### src/rtl/sdr_ahb_pkg.sv
// sdr_ahb_pkg
// Shared definitions for the two-master AHB-Lite arbiter that fronts the
// SDRAM controller slave port: HTRANS/HRESP encodings, owner state enums
// and small decode helpers.
package sdr_ahb_pkg;

    typedef logic [1:0] htrans_t;
    typedef logic [1:0] hresp_t;

    localparam htrans_t HTRANS_IDLE   = 2'b00;
    localparam htrans_t HTRANS_BUSY   = 2'b01;
    localparam htrans_t HTRANS_NONSEQ = 2'b10;
    localparam htrans_t HTRANS_SEQ    = 2'b11;

    localparam hresp_t  HRESP_OKAY    = 2'b00;

    // Address-phase ownership: exactly one master always owns the address bus.
    typedef enum logic {
        OWN0 = 1'b0,
        OWN1 = 1'b1
    } addr_own_e;

    // Data-phase ownership: lags address ownership by one accepted transfer.
    typedef enum logic [1:0] {
        D_NONE = 2'b00,
        D0     = 2'b01,
        D1     = 2'b10
    } data_own_e;

    // NONSEQ or SEQ: a real transfer that will have a data phase.
    function automatic logic htrans_active(input htrans_t t);
        return (t == HTRANS_NONSEQ) || (t == HTRANS_SEQ);
    endfunction

    function automatic data_own_e data_own_of(input addr_own_e o);
        return (o == OWN1) ? D1 : D0;
    endfunction

endpackage

### src/rtl/sdr_ahb_arbiter_if.sv
// sdr_ahb_arbiter_if
// One AHB-Lite link plus the REQ/GNT handshake. Instantiated once per master
// link and once for the controller link.
// Modports:
//   master    - a bus master driving requests (used by the master side)
//   slave     - the arbiter's view of a master link
//   initiator - the arbiter's view of the controller link (drives HSEL/HREADYIN)
//   target    - the controller's view of the controller link
interface sdr_ahb_arbiter_if;
    import sdr_ahb_pkg::*;

    logic        REQ;
    logic        GNT;
    logic        HSEL;
    logic [31:0] HADDR;
    htrans_t     HTRANS;
    logic        HWRITE;
    logic [2:0]  HSIZE;
    logic [2:0]  HBURST;
    logic [31:0] HWDATA;
    logic        HREADYIN;
    logic        HREADY;
    hresp_t      HRESP;
    logic [31:0] HRDATA;

    modport master (
        output REQ, HADDR, HTRANS, HWRITE, HSIZE, HBURST, HWDATA,
        input  GNT, HREADY, HRESP, HRDATA
    );

    modport slave (
        input  REQ, HADDR, HTRANS, HWRITE, HSIZE, HBURST, HWDATA,
        output GNT, HREADY, HRESP, HRDATA
    );

    modport initiator (
        output HSEL, HADDR, HTRANS, HWRITE, HSIZE, HBURST, HWDATA, HREADYIN,
        input  HREADY, HRESP, HRDATA
    );

    modport target (
        input  HSEL, HADDR, HTRANS, HWRITE, HSIZE, HBURST, HWDATA, HREADYIN,
        output HREADY, HRESP, HRDATA
    );

endinterface

### src/rtl/sdr_ahb_arb_hold.sv
// sdr_ahb_arb_hold
// Hold-time limiter for the current address owner. Counts cycles during which
// the non-owning master is requesting; saturates at MAX_HOLD.
// Ports:
//   clk_i, rst_n_i  clock, asynchronous active-low reset
//   switch_i        ownership changes at the coming edge (clears the count)
//   other_req_i     REQ of the master that does not own the address bus
//   expired_o       owner has used up its hold budget (never when MAX_HOLD=0)
module sdr_ahb_arb_hold
    import sdr_ahb_pkg::*;
#(
    parameter logic [7:0] MAX_HOLD = 8'd64
) (
    input  logic clk_i,
    input  logic rst_n_i,
    input  logic switch_i,
    input  logic other_req_i,
    output logic expired_o
);

    logic [7:0] hold_cnt_q;
    logic [7:0] hold_cnt_d;

    always_comb begin
        hold_cnt_d = hold_cnt_q;
        if (switch_i || !other_req_i) begin
            hold_cnt_d = '0;
        end else if (hold_cnt_q != MAX_HOLD) begin
            hold_cnt_d = hold_cnt_q + 8'd1;
        end
    end

    always_ff @(posedge clk_i or negedge rst_n_i) begin
        if (!rst_n_i) begin
            hold_cnt_q <= '0;
        end else begin
            hold_cnt_q <= hold_cnt_d;
        end
    end

    assign expired_o = (MAX_HOLD != 8'd0) && (hold_cnt_q == MAX_HOLD);

endmodule

### src/rtl/sdr_ahb_arbiter.sv
// sdr_ahb_arbiter
// Two-master AHB-Lite arbiter sharing the SDRAM controller's single slave
// port between M0 (CPU) and M1 (DMA/bridge). Address ownership changes only
// at idle address phases; data-phase ownership is tracked separately so wait
// states and responses go only to the master whose data phase is active.
// Ports:
//   HCLK, HRESETN  clock, asynchronous active-low reset (shared with controller)
//   M0, M1         master links (REQ/GNT + AHB-Lite master signals)
//   S              controller link (HSEL/HADDR/.../HREADYIN out, HREADY/HRESP/HRDATA in)
// Parameters:
//   MAX_HOLD       cycles an owner keeps GNT while the other requests (0 = unlimited)
//   PARK_MASTER    master owning the address bus when nobody requests
// Build option:
//   SDR_AHB_ARB_RR_EN  simultaneous requests go to the master that was not
//                      the most recent transfer owner; otherwise M0 wins ties.
module sdr_ahb_arbiter
    import sdr_ahb_pkg::*;
#(
    parameter logic [7:0] MAX_HOLD    = 8'd64,
    parameter bit         PARK_MASTER = 1'b0
) (
    input  logic                      HCLK,
    input  logic                      HRESETN,
    sdr_ahb_arbiter_if.slave          M0,
    sdr_ahb_arbiter_if.slave          M1,
    sdr_ahb_arbiter_if.initiator      S
);

    localparam addr_own_e PARK_OWN = addr_own_e'(PARK_MASTER);

    addr_own_e addr_owner_q;
    addr_own_e addr_owner_d;
    data_own_e data_owner_q;
    logic [1:0] req_q;
    logic       hold_expired;
    logic       switch_pt;
    logic       owner_req;
    logic       other_req;
    logic       tie;
    logic       tie_win;
    logic [1:0] req;
    htrans_t    own_htrans;

    assign req = {M1.REQ, M0.REQ};

    // ------------------------------------------------------------------
    // Address path: combinational mux from the address owner.
    // ------------------------------------------------------------------
    always_comb begin
        if (addr_owner_q == OWN1) begin
            S.HADDR    = M1.HADDR;
            own_htrans = M1.HTRANS;
            S.HWRITE   = M1.HWRITE;
            S.HSIZE    = M1.HSIZE;
            S.HBURST   = M1.HBURST;
        end else begin
            S.HADDR    = M0.HADDR;
            own_htrans = M0.HTRANS;
            S.HWRITE   = M0.HWRITE;
            S.HSIZE    = M0.HSIZE;
            S.HBURST   = M0.HBURST;
        end
    end

    assign S.HTRANS   = own_htrans;
    assign S.HSEL     = own_htrans[1];
    assign S.HREADYIN = S.HREADY;

    // ------------------------------------------------------------------
    // Data path: write data and responses follow the data-phase owner.
    // ------------------------------------------------------------------
    always_comb begin
        S.HWDATA  = '0;
        M0.HREADY = 1'b1;
        M1.HREADY = 1'b1;
        M0.HRESP  = HRESP_OKAY;
        M1.HRESP  = HRESP_OKAY;
        case (data_owner_q)
            D0: begin
                S.HWDATA  = M0.HWDATA;
                M0.HREADY = S.HREADY;
                M0.HRESP  = S.HRESP;
            end
            D1: begin
                S.HWDATA  = M1.HWDATA;
                M1.HREADY = S.HREADY;
                M1.HRESP  = S.HRESP;
            end
            default: ;
        endcase
    end

    assign M0.HRDATA = S.HRDATA;
    assign M1.HRDATA = S.HRDATA;

    // ------------------------------------------------------------------
    // Ownership decision, evaluated only at idle address phases.
    // ------------------------------------------------------------------
    assign switch_pt = S.HREADY && (own_htrans == HTRANS_IDLE);
    assign owner_req = (addr_owner_q == OWN1) ? req[1] : req[0];
    assign other_req = (addr_owner_q == OWN1) ? req[0] : req[1];
    // Both requests rising together: neither master has a prior claim.
    assign tie       = (&req) && !(|req_q);

`ifdef SDR_AHB_ARB_RR_EN
    logic last_owner_q;
    assign tie_win = ~last_owner_q;
`else
    assign tie_win = 1'b0;
`endif

    always_comb begin
        addr_owner_d = addr_owner_q;
        if (switch_pt) begin
            if (tie) begin
                addr_owner_d = addr_own_e'(tie_win);
            end else if (!owner_req && other_req) begin
                addr_owner_d = addr_own_e'(~addr_owner_q);
            end else if (!owner_req && !other_req) begin
                addr_owner_d = PARK_OWN;
            end else if (other_req && hold_expired) begin
                addr_owner_d = addr_own_e'(~addr_owner_q);
            end
        end
    end

    always_ff @(posedge HCLK or negedge HRESETN) begin
        if (!HRESETN) begin
            addr_owner_q <= PARK_OWN;
            data_owner_q <= D_NONE;
            req_q        <= '0;
        end else begin
            addr_owner_q <= addr_owner_d;
            req_q        <= req;
            if (S.HREADY) begin
                data_owner_q <= htrans_active(own_htrans) ? data_own_of(addr_owner_q) : D_NONE;
            end
        end
    end

`ifdef SDR_AHB_ARB_RR_EN
    // Records the master whose address phase was most recently accepted.
    always_ff @(posedge HCLK or negedge HRESETN) begin
        if (!HRESETN) begin
            last_owner_q <= 1'b1;
        end else if (S.HREADY && htrans_active(own_htrans)) begin
            last_owner_q <= (addr_owner_q == OWN1);
        end
    end
`endif

    sdr_ahb_arb_hold #(
        .MAX_HOLD (MAX_HOLD)
    ) u_hold (
        .clk_i       (HCLK),
        .rst_n_i     (HRESETN),
        .switch_i    (addr_owner_d != addr_owner_q),
        .other_req_i (other_req),
        .expired_o   (hold_expired)
    );

    // GNT drops on expiry; the owner keeps the bus until its next idle phase.
    assign M0.GNT = (addr_owner_q == OWN0) && !hold_expired;
    assign M1.GNT = (addr_owner_q == OWN1) && !hold_expired;

endmodule

### src/flat_wrapper.sv
// flat-port wrapper written by rule: the top's interface ports become plain ports
module sdr_ahb_arbiter_flat import sdr_ahb_pkg::*;
#(
    parameter logic [7:0] MAX_HOLD    = 8'd64,
    parameter bit         PARK_MASTER = 1'b0
)
  (HCLK, HRESETN, M0_REQ, M0_HADDR, M0_HTRANS, M0_HWRITE, M0_HSIZE, M0_HBURST, M0_HWDATA, M0_GNT, M0_HREADY, M0_HRESP, M0_HRDATA, M1_REQ, M1_HADDR, M1_HTRANS, M1_HWRITE, M1_HSIZE, M1_HBURST, M1_HWDATA, M1_GNT, M1_HREADY, M1_HRESP, M1_HRDATA, S_HSEL, S_HADDR, S_HTRANS, S_HWRITE, S_HSIZE, S_HBURST, S_HWDATA, S_HREADYIN, S_HREADY, S_HRESP, S_HRDATA);
  sdr_ahb_arbiter_if M0_i ();
  sdr_ahb_arbiter_if M1_i ();
  sdr_ahb_arbiter_if S_i ();
  input  logic HCLK;
  input  logic HRESETN;
  input wire logic [$bits(M0_i.REQ)-1:0] M0_REQ;
  input wire logic [$bits(M0_i.HADDR)-1:0] M0_HADDR;
  input wire logic [$bits(M0_i.HTRANS)-1:0] M0_HTRANS;
  input wire logic [$bits(M0_i.HWRITE)-1:0] M0_HWRITE;
  input wire logic [$bits(M0_i.HSIZE)-1:0] M0_HSIZE;
  input wire logic [$bits(M0_i.HBURST)-1:0] M0_HBURST;
  input wire logic [$bits(M0_i.HWDATA)-1:0] M0_HWDATA;
  output wire logic [$bits(M0_i.GNT)-1:0] M0_GNT;
  output wire logic [$bits(M0_i.HREADY)-1:0] M0_HREADY;
  output wire logic [$bits(M0_i.HRESP)-1:0] M0_HRESP;
  output wire logic [$bits(M0_i.HRDATA)-1:0] M0_HRDATA;
  input wire logic [$bits(M1_i.REQ)-1:0] M1_REQ;
  input wire logic [$bits(M1_i.HADDR)-1:0] M1_HADDR;
  input wire logic [$bits(M1_i.HTRANS)-1:0] M1_HTRANS;
  input wire logic [$bits(M1_i.HWRITE)-1:0] M1_HWRITE;
  input wire logic [$bits(M1_i.HSIZE)-1:0] M1_HSIZE;
  input wire logic [$bits(M1_i.HBURST)-1:0] M1_HBURST;
  input wire logic [$bits(M1_i.HWDATA)-1:0] M1_HWDATA;
  output wire logic [$bits(M1_i.GNT)-1:0] M1_GNT;
  output wire logic [$bits(M1_i.HREADY)-1:0] M1_HREADY;
  output wire logic [$bits(M1_i.HRESP)-1:0] M1_HRESP;
  output wire logic [$bits(M1_i.HRDATA)-1:0] M1_HRDATA;
  output wire logic [$bits(S_i.HSEL)-1:0] S_HSEL;
  output wire logic [$bits(S_i.HADDR)-1:0] S_HADDR;
  output wire logic [$bits(S_i.HTRANS)-1:0] S_HTRANS;
  output wire logic [$bits(S_i.HWRITE)-1:0] S_HWRITE;
  output wire logic [$bits(S_i.HSIZE)-1:0] S_HSIZE;
  output wire logic [$bits(S_i.HBURST)-1:0] S_HBURST;
  output wire logic [$bits(S_i.HWDATA)-1:0] S_HWDATA;
  output wire logic [$bits(S_i.HREADYIN)-1:0] S_HREADYIN;
  input wire logic [$bits(S_i.HREADY)-1:0] S_HREADY;
  input wire logic [$bits(S_i.HRESP)-1:0] S_HRESP;
  input wire logic [$bits(S_i.HRDATA)-1:0] S_HRDATA;
  assign M0_i.REQ = M0_REQ;
  assign M0_i.HADDR = M0_HADDR;
  assign M0_i.HTRANS = M0_HTRANS;
  assign M0_i.HWRITE = M0_HWRITE;
  assign M0_i.HSIZE = M0_HSIZE;
  assign M0_i.HBURST = M0_HBURST;
  assign M0_i.HWDATA = M0_HWDATA;
  assign M0_GNT = M0_i.GNT;
  assign M0_HREADY = M0_i.HREADY;
  assign M0_HRESP = M0_i.HRESP;
  assign M0_HRDATA = M0_i.HRDATA;
  assign M1_i.REQ = M1_REQ;
  assign M1_i.HADDR = M1_HADDR;
  assign M1_i.HTRANS = M1_HTRANS;
  assign M1_i.HWRITE = M1_HWRITE;
  assign M1_i.HSIZE = M1_HSIZE;
  assign M1_i.HBURST = M1_HBURST;
  assign M1_i.HWDATA = M1_HWDATA;
  assign M1_GNT = M1_i.GNT;
  assign M1_HREADY = M1_i.HREADY;
  assign M1_HRESP = M1_i.HRESP;
  assign M1_HRDATA = M1_i.HRDATA;
  assign S_HSEL = S_i.HSEL;
  assign S_HADDR = S_i.HADDR;
  assign S_HTRANS = S_i.HTRANS;
  assign S_HWRITE = S_i.HWRITE;
  assign S_HSIZE = S_i.HSIZE;
  assign S_HBURST = S_i.HBURST;
  assign S_HWDATA = S_i.HWDATA;
  assign S_HREADYIN = S_i.HREADYIN;
  assign S_i.HREADY = S_HREADY;
  assign S_i.HRESP = S_HRESP;
  assign S_i.HRDATA = S_HRDATA;
  sdr_ahb_arbiter #(.MAX_HOLD(MAX_HOLD), .PARK_MASTER(PARK_MASTER)) u_core (.HCLK(HCLK), .HRESETN(HRESETN), .M0(M0_i), .M1(M1_i), .S(S_i));
endmodule
### config.mk
export PLATFORM = sky130hd
export DESIGN_NAME = sdr_ahb_arbiter_flat
export DESIGN_NICKNAME = d
export VERILOG_FILES = /design/src/rtl/sdr_ahb_pkg.sv /design/src/rtl/sdr_ahb_arbiter_if.sv /design/src/rtl/sdr_ahb_arb_hold.sv /design/src/rtl/sdr_ahb_arbiter.sv /design/src/flat_wrapper.sv
export SDC_FILE = /design/constraint.sdc
export NUM_CORES = 1
export LEC_CHECK = 0
export BUFFER_PORTS_ARGS = -buffer_cell sky130_fd_sc_hd__buf_2
export CAP_MARGIN = 20
export CORE_AREA = 2 2 128 130
export DETAILED_ROUTE_END_ITERATION = 8
export DIE_AREA = 0 0 130 132
export GPL_TIMING_DRIVEN = 0
export PLACE_DENSITY = 0.45
export SLEW_MARGIN = 15
export SYNTH_ARGS = -nofsm -noshare
export SYNTH_HDL_FRONTEND = slang
export SYNTH_HIERARCHICAL = 1
export SYNTH_SLANG_ARGS = --single-unit
### constraint.sdc
create_clock -name HCLK -period 5.6 [get_ports HCLK]
set_input_delay 0.56 -clock HCLK [delete_from_list [all_inputs] [get_ports HCLK]]
set_output_delay 0.56 -clock HCLK [all_outputs]
set_load 0.005 [all_outputs]
==> results of run 1 <==
[path summary, 6_finish.rpt]
kind	start	endpoint	slack, ps	cells after the start
worst min-delay path	HRESETN	u_core/u_hold/hold_cnt_q[2]$_DFFE_PN0P_	210	1
max in group asynchronous	HRESETN	u_core/data_owner_q[0]$_DFFE_PN0P_	5150	1
worst max register to register	u_core/u_hold/hold_cnt_q[0]$_DFFE_PN0P_	u_core/u_hold/hold_cnt_q[2]$_DFFE_PN0P_	3140	10
worst max-delay path	u_core/data_owner_q[0]$_DFFE_PN0P_	S_HWDATA[10]	3140	7
worst min register to register	u_core/data_owner_q[1]$_DFFE_PN0P_	u_core/data_owner_q[1]$_DFFE_PN0P_	560	2
min in group HCLK	M1_REQ	u_core/req_q[1]$_DFF_PN0_	440	1
[cells in the mapped netlist]
cell	number	share of area
ha_1	4	0.023
buf_4	67	0.23
nor2b_1	2	0.0058
a22oi_1	32	0.11
dfrtp_1	13	0.15
xnor2_1	2	0.0081
nand3b_1	1	0.0035
a21oi_1	3	0.0069
mux2i_1	1	0.0046
nor4b_2	2	0.014
nor3_1	1	0.0023
clkbuf_1	9	0.016
xor2_1	2	0.0081
nand4_1	2	0.0058
and4bb_1	1	0.0058
o21ai_0	7	0.016
a211oi_2	1	0.0058
nand2b_1	3	0.0087
nand2_1	6	0.010
nand3_1	3	0.0069
inv_1	5	0.0087
mux2_1	14	0.073
or3_1	3	0.0087
buf_6	3	0.016
mux2_2	29	0.15
nor2_1	36	0.062
buf_2	5	0.012
and2_1	5	0.014
nand3_2	1	0.0046
nor3b_1	2	0.0069
[power groups by stage]
stage                     Sequential [mW]  Combinational [mW]  Clock (mW)
after CTS                           0.123               0.787       0.139
after global routing                0.125               0.840       0.145
after floorplan                     0.121               0.435           0
final                               0.123               0.770       0.133
after global placement              0.124               0.786           0
after detailed placement            0.124               0.783           0
[state kept, by name, indices dropped and copies added (netlist names)]
name                      flops
u_core/u_hold/hold_cnt_q      8
u_core/data_owner_q           2
u_core/req_q                  2
u_core/addr_owner_q           1
[cell families (layout without fill, tap and decap cells)]
logic type               after synthesis  in the layout  synth area share
AO/OA/AOI/OAI                         43             43             0.140
XOR/XNOR                               4              4            0.0162
adder cells (fa/ha/maj)                4              4            0.0231
buffers and inverters                 89            392             0.283
flip-flops                            13             13             0.150
multiplexers                          44             44             0.228
AND/OR/NAND/NOR                       68             68             0.160
[layer usage]
metal / wire (µm) / vias to the layer above / track usage / share of wire
li1: - / 1464 / - / -
met1: 4040 / 1243 / 0.121 / 0.35
met2: 6030 / 204 / 0.241 / 0.52
met3: 1010 / 14 / 0.0207 / 0.087
met4: 511 / 0 / 0.0579 / 0.044
met5: 0 / - / 0 / 0
[area by class of cell]
type	count	area (µm²)
plain buffers	84	596
multi-input cells	163	1230
fillers	1758	11700
well taps	216	270
clock buffers	4	78.8
inverters	5	18.8
repair buffers	299	1500
flip-flops and latches	13	325
==> flow_summary_export.csv, run 1 <==
group,metric,value,unit
clock_tree,cts_buffers,3,
routing,routedWlPerCell,14.8,µm
setup_path,crit_chain,"inv_1, ha_1, buf_2, clkbuf_1, a22oi_1, nor2_1, buf_2",
setup_path,worstPathArrival,1900,ps
global_route,grt_pass1_wl,15.8,mm
final_layout,area_growth,85.1,%
final_layout,stdcell_count,784,
synth,syn_inst,265,
routing,detail-route-antenna-nets,0,
sta,fin_crit,2460,ps
routing,drt-vias-per-instance,3.73,
clock_tree,hold_buffers,0,
global_route,antenna_found_initial,0,
synth,ys_types,30,
setup_path,worst-endpoint-required,5040,ps
synth,syn_area,2170,µm²
placement,io_buffers,299,
final_layout,postLayoutCellArea,4010,µm²
die,rows,46,
synth,ys_ff_latch,13,
synth,synth_fp_nets,454,
sta,timing.final.crit_share,0.440,
die,die_h,132,µm
sta,fin_tns_setup,0,ps
clock_tree,cts_sinks,13,
clock_tree,clk_pin_slew,40,ps
setup_path,crit_slowest_cell,"clkbuf_1",
sta,rsz0062_at_grt,"false",
global_route,grt_usage,0.122,
sta,slew_headroom,0.675,
die,die_x,130,µm
clock_tree,insertion_delay,240,ps
placement,dpl-instance-area,3940,µm²
pwr,pwr_density_cell,256,nW/µm²
clock_tree,cts-root-buf,"clkbuf_16",
pwr,vdd_drop_max,0.100,mV
global_route,grt_max_degree,14,
sta,fmax,406,MHz
clock_tree,post_cts_resize_count,0,
final_layout,layout_commonest_cell,"buf_2",
routing,dr.pass1.iters,6,
die,core_area,15700,µm²
sta,drv_slew,0,
setup_path,end_kind,"output port",
sta,finalHoldViolCount,0,
final_layout,drive_gt1_frac,0.722,
synth,synth.avg_cell_area,8.18,µm²
die,die-area,17200,µm²
setup_path,crit_path_max_fanout,10,
clock_tree,cts_setup_buffers,0,
global_route,grt_pass1_vias,2789,
pwr,power_frac_clock,0.130,
pwr,swShare,0.426,
synth,yosysWarningCount,6,
outcome,status,"complete, no violations",
pwr,p_comb_frac,0.750,
placement,place_hpwl,10.3,mm
routing,routed_wl,11.6,mm
placement,dp_cells,780,
setup_path,crit_type,"reg -> out",
clock_tree,htreeDepth,1,
sta,clock_skew,1.57,ps
clock_tree,cts_tree,"built",
hold_path,holdCritPathClass,"in -> async",
placement,pre_cts_slack,3150,ps
sta,setup_ws,3140,ps
sta,setup_viol,0,
routing,vias,2925,
die,ios,332,
clock_tree,cts_max_path_buffers,2,
pwr,p_leak,2.22,nW
routing,drc_errors,0,
setup_path,cp.buffers_inverters,4,
final_layout,final_nets,758,
pwr,pwr-share-seq,0.120,
final_layout,fin_util,0.255,
die,initial_core_util,0.138,
final_layout,diodes,0,
synth,synth-seq-area-share,0.150,
pwr,internal-power,589,µW
sta,hold_slack,210,ps
setup_path,critical_path.top_delay_family,"buffers and inverters",
setup_path,max_stage_delay,420,ps
final_layout,final_cell_mix,"304 x buf_2, 67 x buf_4, 36 x nor2_1",
setup_path,startpoint_type,"flip-flop",
run,drv_cap,0,
sta,worst_slew_pin_slew,488,ps
pwr,power,1.03,mW
pwr,p_switching,438,µW
global_route,gr-total-overflow,0,
setup_path,crit_path_frequent_cell,"buf_2",
routing,dr.first_iter.drc_count,109,
placement,gp_congestion,0.918,
No activity file was read; power rests on OpenSTA's default activity.
==> inputs of run 2 (changes only) <==
--- a/config.mk
+++ b/config.mk
@@ -11,7 +11,7 @@
 export DETAILED_ROUTE_END_ITERATION = 8
 export DIE_AREA = 0 0 130 132
 export GPL_TIMING_DRIVEN = 0
-export PLACE_DENSITY = 0.45
+export PLACE_DENSITY = 0.47
 export SLEW_MARGIN = 15
 export SYNTH_ARGS = -nofsm -noshare
 export SYNTH_HDL_FRONTEND = slang
==> constraint.sdc (replaced) <==
create_clock -name HCLK -period 2.15 [get_ports HCLK]
set_input_delay 0.215 -clock HCLK [delete_from_list [all_inputs] [get_ports HCLK]]
set_output_delay 0.215 -clock HCLK [all_outputs]
set_load 0.005 [all_outputs]
==> flow_summary_export.csv, run 2 (same netlist as run 1, synthesis figures left out) <==
group,metric,value,unit
routing,drt-vias-per-instance,3.77,
final_layout,postLayoutCellArea,4110,µm²
clock_tree,cts_tree,"built",
routing,dr.pass1.iters,4,
global_route,gr-total-overflow,0,
routing,wl_met3,1.00,mm
setup_path,worstPathArrival,2230,ps
setup_path,startpoint_type,"flip-flop",
clock_tree,cts_sinks,13,
routing,met2WireLength,5.07,mm
final_layout,seq_area,327,µm²
setup_path,end_kind,"flip-flop",
outcome,status,"complete, no violations",
final_layout,layout_commonest_cell,"buf_2",
sta,fmax,484,MHz
placement,dpl-instance-area,3950,µm²
final_layout,diodes,0,
sta,rsz0062_at_grt,"true",
global_route,grt_pass1_vias,2705,
placement,io_buffers,299,
hold_path,holdCritPathClass,"in -> reg",
clock_tree,clk_pin_slew,50,ps
die,die-area,17200,µm²
sta,setup_ws,82.8,ps
setup_path,r2r_slack,80,ps
global_route,grt_pass1_wl,13.7,mm
placement,gp_congestion,0.811,
sta,drv_slew,0,
setup_path,crit_chain,"inv_2, ha_4, nor4b_4, and2_4, xnor2_2, a211oi_2, mux2_4, nand2b_4, nor3_2",
pwr,vdd_drop_max,0.356,mV
routing,vias,2966,
sta,finalHoldViolCount,0,
sta,timing.final.crit_share,0.961,
run,drv_cap,0,
die,ios,332,
sta,clock_skew,1.39,ps
final_layout,drive_gt1_frac,0.753,
routing,top_layer,"met4",
die,initial_core_util,0.138,
routing,routedWlPerCell,12.5,µm
final_layout,nFillCells,1742,
die,die_x,130,µm
placement,place_hpwl,8.59,mm
die,rows,46,
final_layout,area_growth,89.7,%
routing,drc_errors,0,
routing,wl_met1,3.69,mm
setup_path,max_stage_delay,390,ps
sta,hold_slack,93.7,ps
global_route,antenna_found_initial,0,
setup_path,crit_type,"reg -> reg",
sta,worst_slew_pin_slew,482,ps
setup_path,worst-endpoint-required,2320,ps
final_layout,largest-register,"u_core/u_hold/hold_cnt_q",
global_route,grt_usage,0.103,
clock_tree,cts-root-buf,"clkbuf_16",
final_layout,largest_register_ffs,8,
placement,pre_cts_slack,-167,ps
final_layout,final_cell_mix,"303 x buf_2, 70 x buf_4, 35 x nor2_1",
routing,dr.first_iter.drc_count,75,
sta,fin_crit,2070,ps
final_layout,final_nets,761,
routing,routed_wl,9.87,mm
clock_tree,cts_buffers,3,
sta,slew_headroom,0.678,
clock_tree,htreeDepth,1,
die,die_h,132,µm
sta,fin_tns_setup,0,ps
sta,setup_viol,0,
setup_path,crit_path_max_fanout,6,
setup_path,crit_slowest_cell,"dfrtp_1",
clock_tree,insertion_delay,240,ps
die,core_area,15700,µm²
pwr,p_leak,2.27,nW
global_route,grt_max_degree,14,
final_layout,multi_input_area,1290,µm²
final_layout,top_regs,"u_core/u_hold/hold_cnt_q x8, u_core/data_owner_q x2, u_core/req_q x2",
routing,detail-route-antenna-nets,0,
pwr,pwr_density_cell,650,nW/µm²
clock_tree,cts_max_path_buffers,2,
## run 2: changes by cell type in the layout (fill, tap and decap cells not counted), sizes merged
cell / delta
buf: +2
dlygate4sd3: +1
## run 2: final cells by class
cell class | count | share of cell area
timing repair buffer | 303 | 0.372
multi-input combinational | 163 | 0.314
buffer | 83 | 0.145
sequential | 13 | 0.0794
tap | 216 | 0.0657
clock buffer | 4 | 0.0192
inverter | 5 | 0.00456
## run 2: timing repair
item / in CTS / in global routing
setup buffers: 3 / 0
pin swaps: 3 / 4
resized for setup: 11 / 15
endpoints found under the hold margin: 13 / 0
endpoints found under the setup margin: 8 / 22
hold buffers: 1 / 0
cloned: 0 / 0
## run 2: per-stage QoR
stage | instances | total power, mW | utilization
6_report | 787 | 2.67 | 0.262
5_1_grt | 787 | 2.91 | 0.262
4_1_cts | 788 | 2.70 | 0.261
3_5_place_dp | 780 | 2.26 | 0.251
3_3_place_gp | 780 | 2.28 | 0.251
2_1_floorplan | 265 | 1.46 | -
## run 2: worst max-delay path: cells and delay by family (launching register included)
kind            cells  cell delay [ps]
simple gates        4              750
buf+inv             1               80
compound gates      1              230
fa+ha+maj           1              120
mux                 1              340
xor+xnor            1               60
flops               1              390
## run 2: power by group
part	switching, mW	leakage (nW)	internal [mW]
registers	0.0295	0.170	0.285
clock network	0.105	0.0382	0.250
logic	0.940	2.06	1.06
## run 2: final timing paths
path                                                         startpoint                                      end  cells after the start
worst max-delay path            u_core/u_hold/hold_cnt_q[0]$_DFFE_PN0P_  u_core/u_hold/hold_cnt_q[2]$_DFFE_PN0P_                      9
worst min-delay path                                             M1_REQ                u_core/req_q[1]$_DFF_PN0_                      1
worst max register to register  u_core/u_hold/hold_cnt_q[0]$_DFFE_PN0P_  u_core/u_hold/hold_cnt_q[2]$_DFFE_PN0P_                      9
worst min register to register       u_core/data_owner_q[0]$_DFFE_PN0P_       u_core/data_owner_q[0]$_DFFE_PN0P_                      2
max in group asynchronous                                       HRESETN  u_core/u_hold/hold_cnt_q[3]$_DFFE_PN0P_                      2
min in group asynchronous                                       HRESETN  u_core/u_hold/hold_cnt_q[4]$_DFFE_PN0P_                      2
## run 2: per-layer routing
| metal | vias up | GRT usage |
|---|---|---|
| met5 | - | 0 |
| li1 | 1469 | - |
| met4 | 0 | 0.0257 |
| met1 | 1287 | 0.109 |
| met3 | 9 | 0.0199 |
| met2 | 201 | 0.202 |
==> inputs of run 3 (changes only) <==
==> constraint.sdc (replaced) <==
create_clock -name HCLK -period 2.15 [get_ports HCLK]
set_input_delay 0.215 -clock HCLK [delete_from_list [all_inputs] [get_ports HCLK]]
set_output_delay 0.215 -clock HCLK [all_outputs]
set_load 0.02 [all_outputs]
==> flow_summary_export.csv, run 3 (same netlist as run 1, synthesis figures left out) <==
group,metric,value,unit
outcome,status,"complete, no violations",
routing,routed_wl,9.86,mm
global_route,busiest_layer,"met2",
final_layout,largest_register_ffs,8,
sta,fmax,484,MHz
setup_path,worst-endpoint-required,2320,ps
setup_path,critical_path.top_delay_family,"simple AND/OR/NAND/NOR gates",
sta,worst_slew_pin_slew,482,ps
sta,hold_slack,93.7,ps
sta,finalHoldViolCount,0,
final_layout,final_nets,761,
global_route,use_met2,0.202,
clock_tree,clk_pin_slew,50,ps
die,initial_core_util,0.138,
sta,fin_tns_setup,0,ps
sta,drv_slew,0,
final_layout,area_growth,89.8,%
placement,place_hpwl,8.59,mm
final_layout,top_regs,"u_core/u_hold/hold_cnt_q x8, u_core/data_owner_q x2, u_core/req_q x2",
setup_path,crit_chain,"inv_2, ha_4, nor4b_4, and2_4, xnor2_2, a211oi_2, mux2_4, nand2b_4, nor3_2",
placement,gp_congestion,0.811,
hold_path,min_to,"u_core/req_q[1]$_DFF_PN0_",
routing,drt-vias-per-instance,3.77,
pwr,vdd_drop_max,0.438,mV
placement,io_buffers,299,
hold_path,min_path_cells,1,
setup_path,end_kind,"flip-flop",
setup_path,r2r-end,"u_core/u_hold/hold_cnt_q[2]$_DFFE_PN0P_",
sta,clock_skew,1.39,ps
pwr,internal-power,1.61,mW
final_layout,diodes,0,
setup_path,r2r_slack,80,ps
setup_path,max_stage_delay,390,ps
sta,setup_viol,0,
clock_tree,cts_buffers,3,
setup_path,crit_slowest_cell,"dfrtp_1",
global_route,grt_pass1_wl,13.7,mm
setup_path,startpoint_type,"flip-flop",
setup_path,reg2reg_from,"u_core/u_hold/hold_cnt_q[0]$_DFFE_PN0P_",
sta,timing.final.crit_share,0.961,
pwr,pwr_density_cell,776,nW/µm²
routing,drc_errors,0,
pwr,p_leak,2.27,nW
pwr,power,3.19,mW
routing,vias,2967,
pwr,swShare,0.495,
final_layout,drive_gt1_frac,0.755,
pwr,pwr-share-seq,0.098,
global_route,grtUsageMet3,0.0199,
routing,dr.pass1.iters,4,
setup_path,reg2regPathDepth,9,
pwr,power_frac_clock,0.111,
sta,setup_ws,82.8,ps
die,die_h,132,µm
final_layout,fin_util,0.262,
global_route,antenna_found_initial,0,
routing,detail-route-antenna-nets,0,
global_route,grt_use_met1,0.109,
final_layout,nFillCells,1742,
setup_path,crit_path_max_fanout,6,
die,die_x,130,µm
hold_path,holdCritStartpoint,"M1_REQ",
global_route,gr-total-overflow,0,
final_layout,final_cell_mix,"303 x buf_2, 70 x buf_4, 35 x nor2_1",
clock_tree,cts-root-buf,"clkbuf_16",
clock_tree,cts_tree,"built",
sta,fin_crit,2070,ps
setup_path,cp.buffers_inverters,1,
clock_tree,htreeDepth,1,
global_route,grt_usage,0.103,
final_layout,layout_commonest_cell,"buf_2",
clock_tree,insertion_delay,240,ps
placement,pre_cts_slack,-167,ps
routing,routedWlPerCell,12.5,µm
pwr,p_switching,1.58,mW
routing,dr.first_iter.drc_count,83,
die,ios,332,
final_layout,largest-register,"u_core/u_hold/hold_cnt_q",
die,core_area,15700,µm²
sta,slew_headroom,0.678,
hold_path,holdCritPathClass,"in -> reg",
setup_path,worstPathArrival,2230,ps
die,rows,46,
run,drv_cap,0,
global_route,grt_max_degree,14,
clock_tree,cts_sinks,13,
clock_tree,cts_max_path_buffers,2,
sta,rsz0062_at_grt,"true",
pwr,p_comb_frac,0.790,
global_route,grt_pass1_vias,2705,
setup_path,crit_type,"reg -> reg",
die,die-area,17200,µm²
==> run 3: area by class of cell <==
class,instances,area [µm²],share of cell area
sequential,13,327,0.0794
inverter,5,18.8,0.00456
timing repair buffer,303,1530,0.372
clock buffer,4,78.8,0.0192
buffer,83,598,0.145
multi-input combinational,163,1290,0.314
tap,216,270,0.0657
==> run 3: worst register-to-register path, stage by stage, from the launching register on <==
cell and delay [ps]:
dfrtp_1 390, inv_2 80, ha_4 120, nor4b_4 200
and2_4 200, xnor2_2 60, a211oi_2 230, mux2_4 350
nand2b_4 190, nor3_2 170
==> run 3: what timing repair did <==
action	4_1_cts	5_1_grt
setup endpoints to repair	9	32
hold endpoints to repair	13	0
setup buffers	3	0
pin swaps	3	4
resized for setup	12	15
hold buffers	1	0
==> run 3: worst max path at each step <==
stage	from	end	slack [ps]	cells past startpoint
finish	u_core/u_hold/hold_cnt_q[0]$_DFFE_PN0P_	u_core/u_hold/hold_cnt_q[2]$_DFFE_PN0P_	80	9
global route	u_core/u_hold/hold_cnt_q[0]$_DFFE_PN0P_	u_core/u_hold/hold_cnt_q[0]$_DFFE_PN0P_	-70	10
CTS	u_core/u_hold/hold_cnt_q[0]$_DFFE_PN0P_	u_core/u_hold/hold_cnt_q[2]$_DFFE_PN0P_	-20	10
detailed placement	u_core/u_hold/hold_cnt_q[0]$_DFFE_PN0P_	u_core/u_hold/hold_cnt_q[1]$_DFFE_PN0P_	-170	11
global placement	u_core/u_hold/hold_cnt_q[0]$_DFFE_PN0P_	u_core/u_hold/hold_cnt_q[1]$_DFFE_PN0P_	-200	11
floorplan	u_core/u_hold/hold_cnt_q[0]$_DFFE_PN0P_	u_core/u_hold/hold_cnt_q[1]$_DFFE_PN0P_	30	11
==> run 3: stage by stage <==
step / instance area (µm²) / cells
2_1_floorplan: 2180 / 265
3_3_place_gp: 3950 / 780
3_5_place_dp: 3950 / 780
4_1_cts: 4110 / 788
5_1_grt: 4120 / 787
6_report: 4120 / 787
==> run 3: layer usage <==
metal  wire length, µm  vias to the layer above
li1                  -                     1471
met1              3670                     1284
met2              5070                      203
met3              1020                        9
met4               100                        0
met5                 0                        -
==> run 3: power by group through the flow <==
| stage | logic (mW) | registers [mW] | clock network [mW] |
|---|---|---|---|
| 3_3_place_gp | 2.48 | 0.322 | 0 |
| 5_1_grt | 2.73 | 0.318 | 0.377 |
| 4_1_cts | 2.54 | 0.313 | 0.367 |
| 2_1_floorplan | 1.67 | 0.316 | 0 |
| 6_report | 2.53 | 0.314 | 0.355 |
| 3_5_place_dp | 2.46 | 0.322 | 0 |
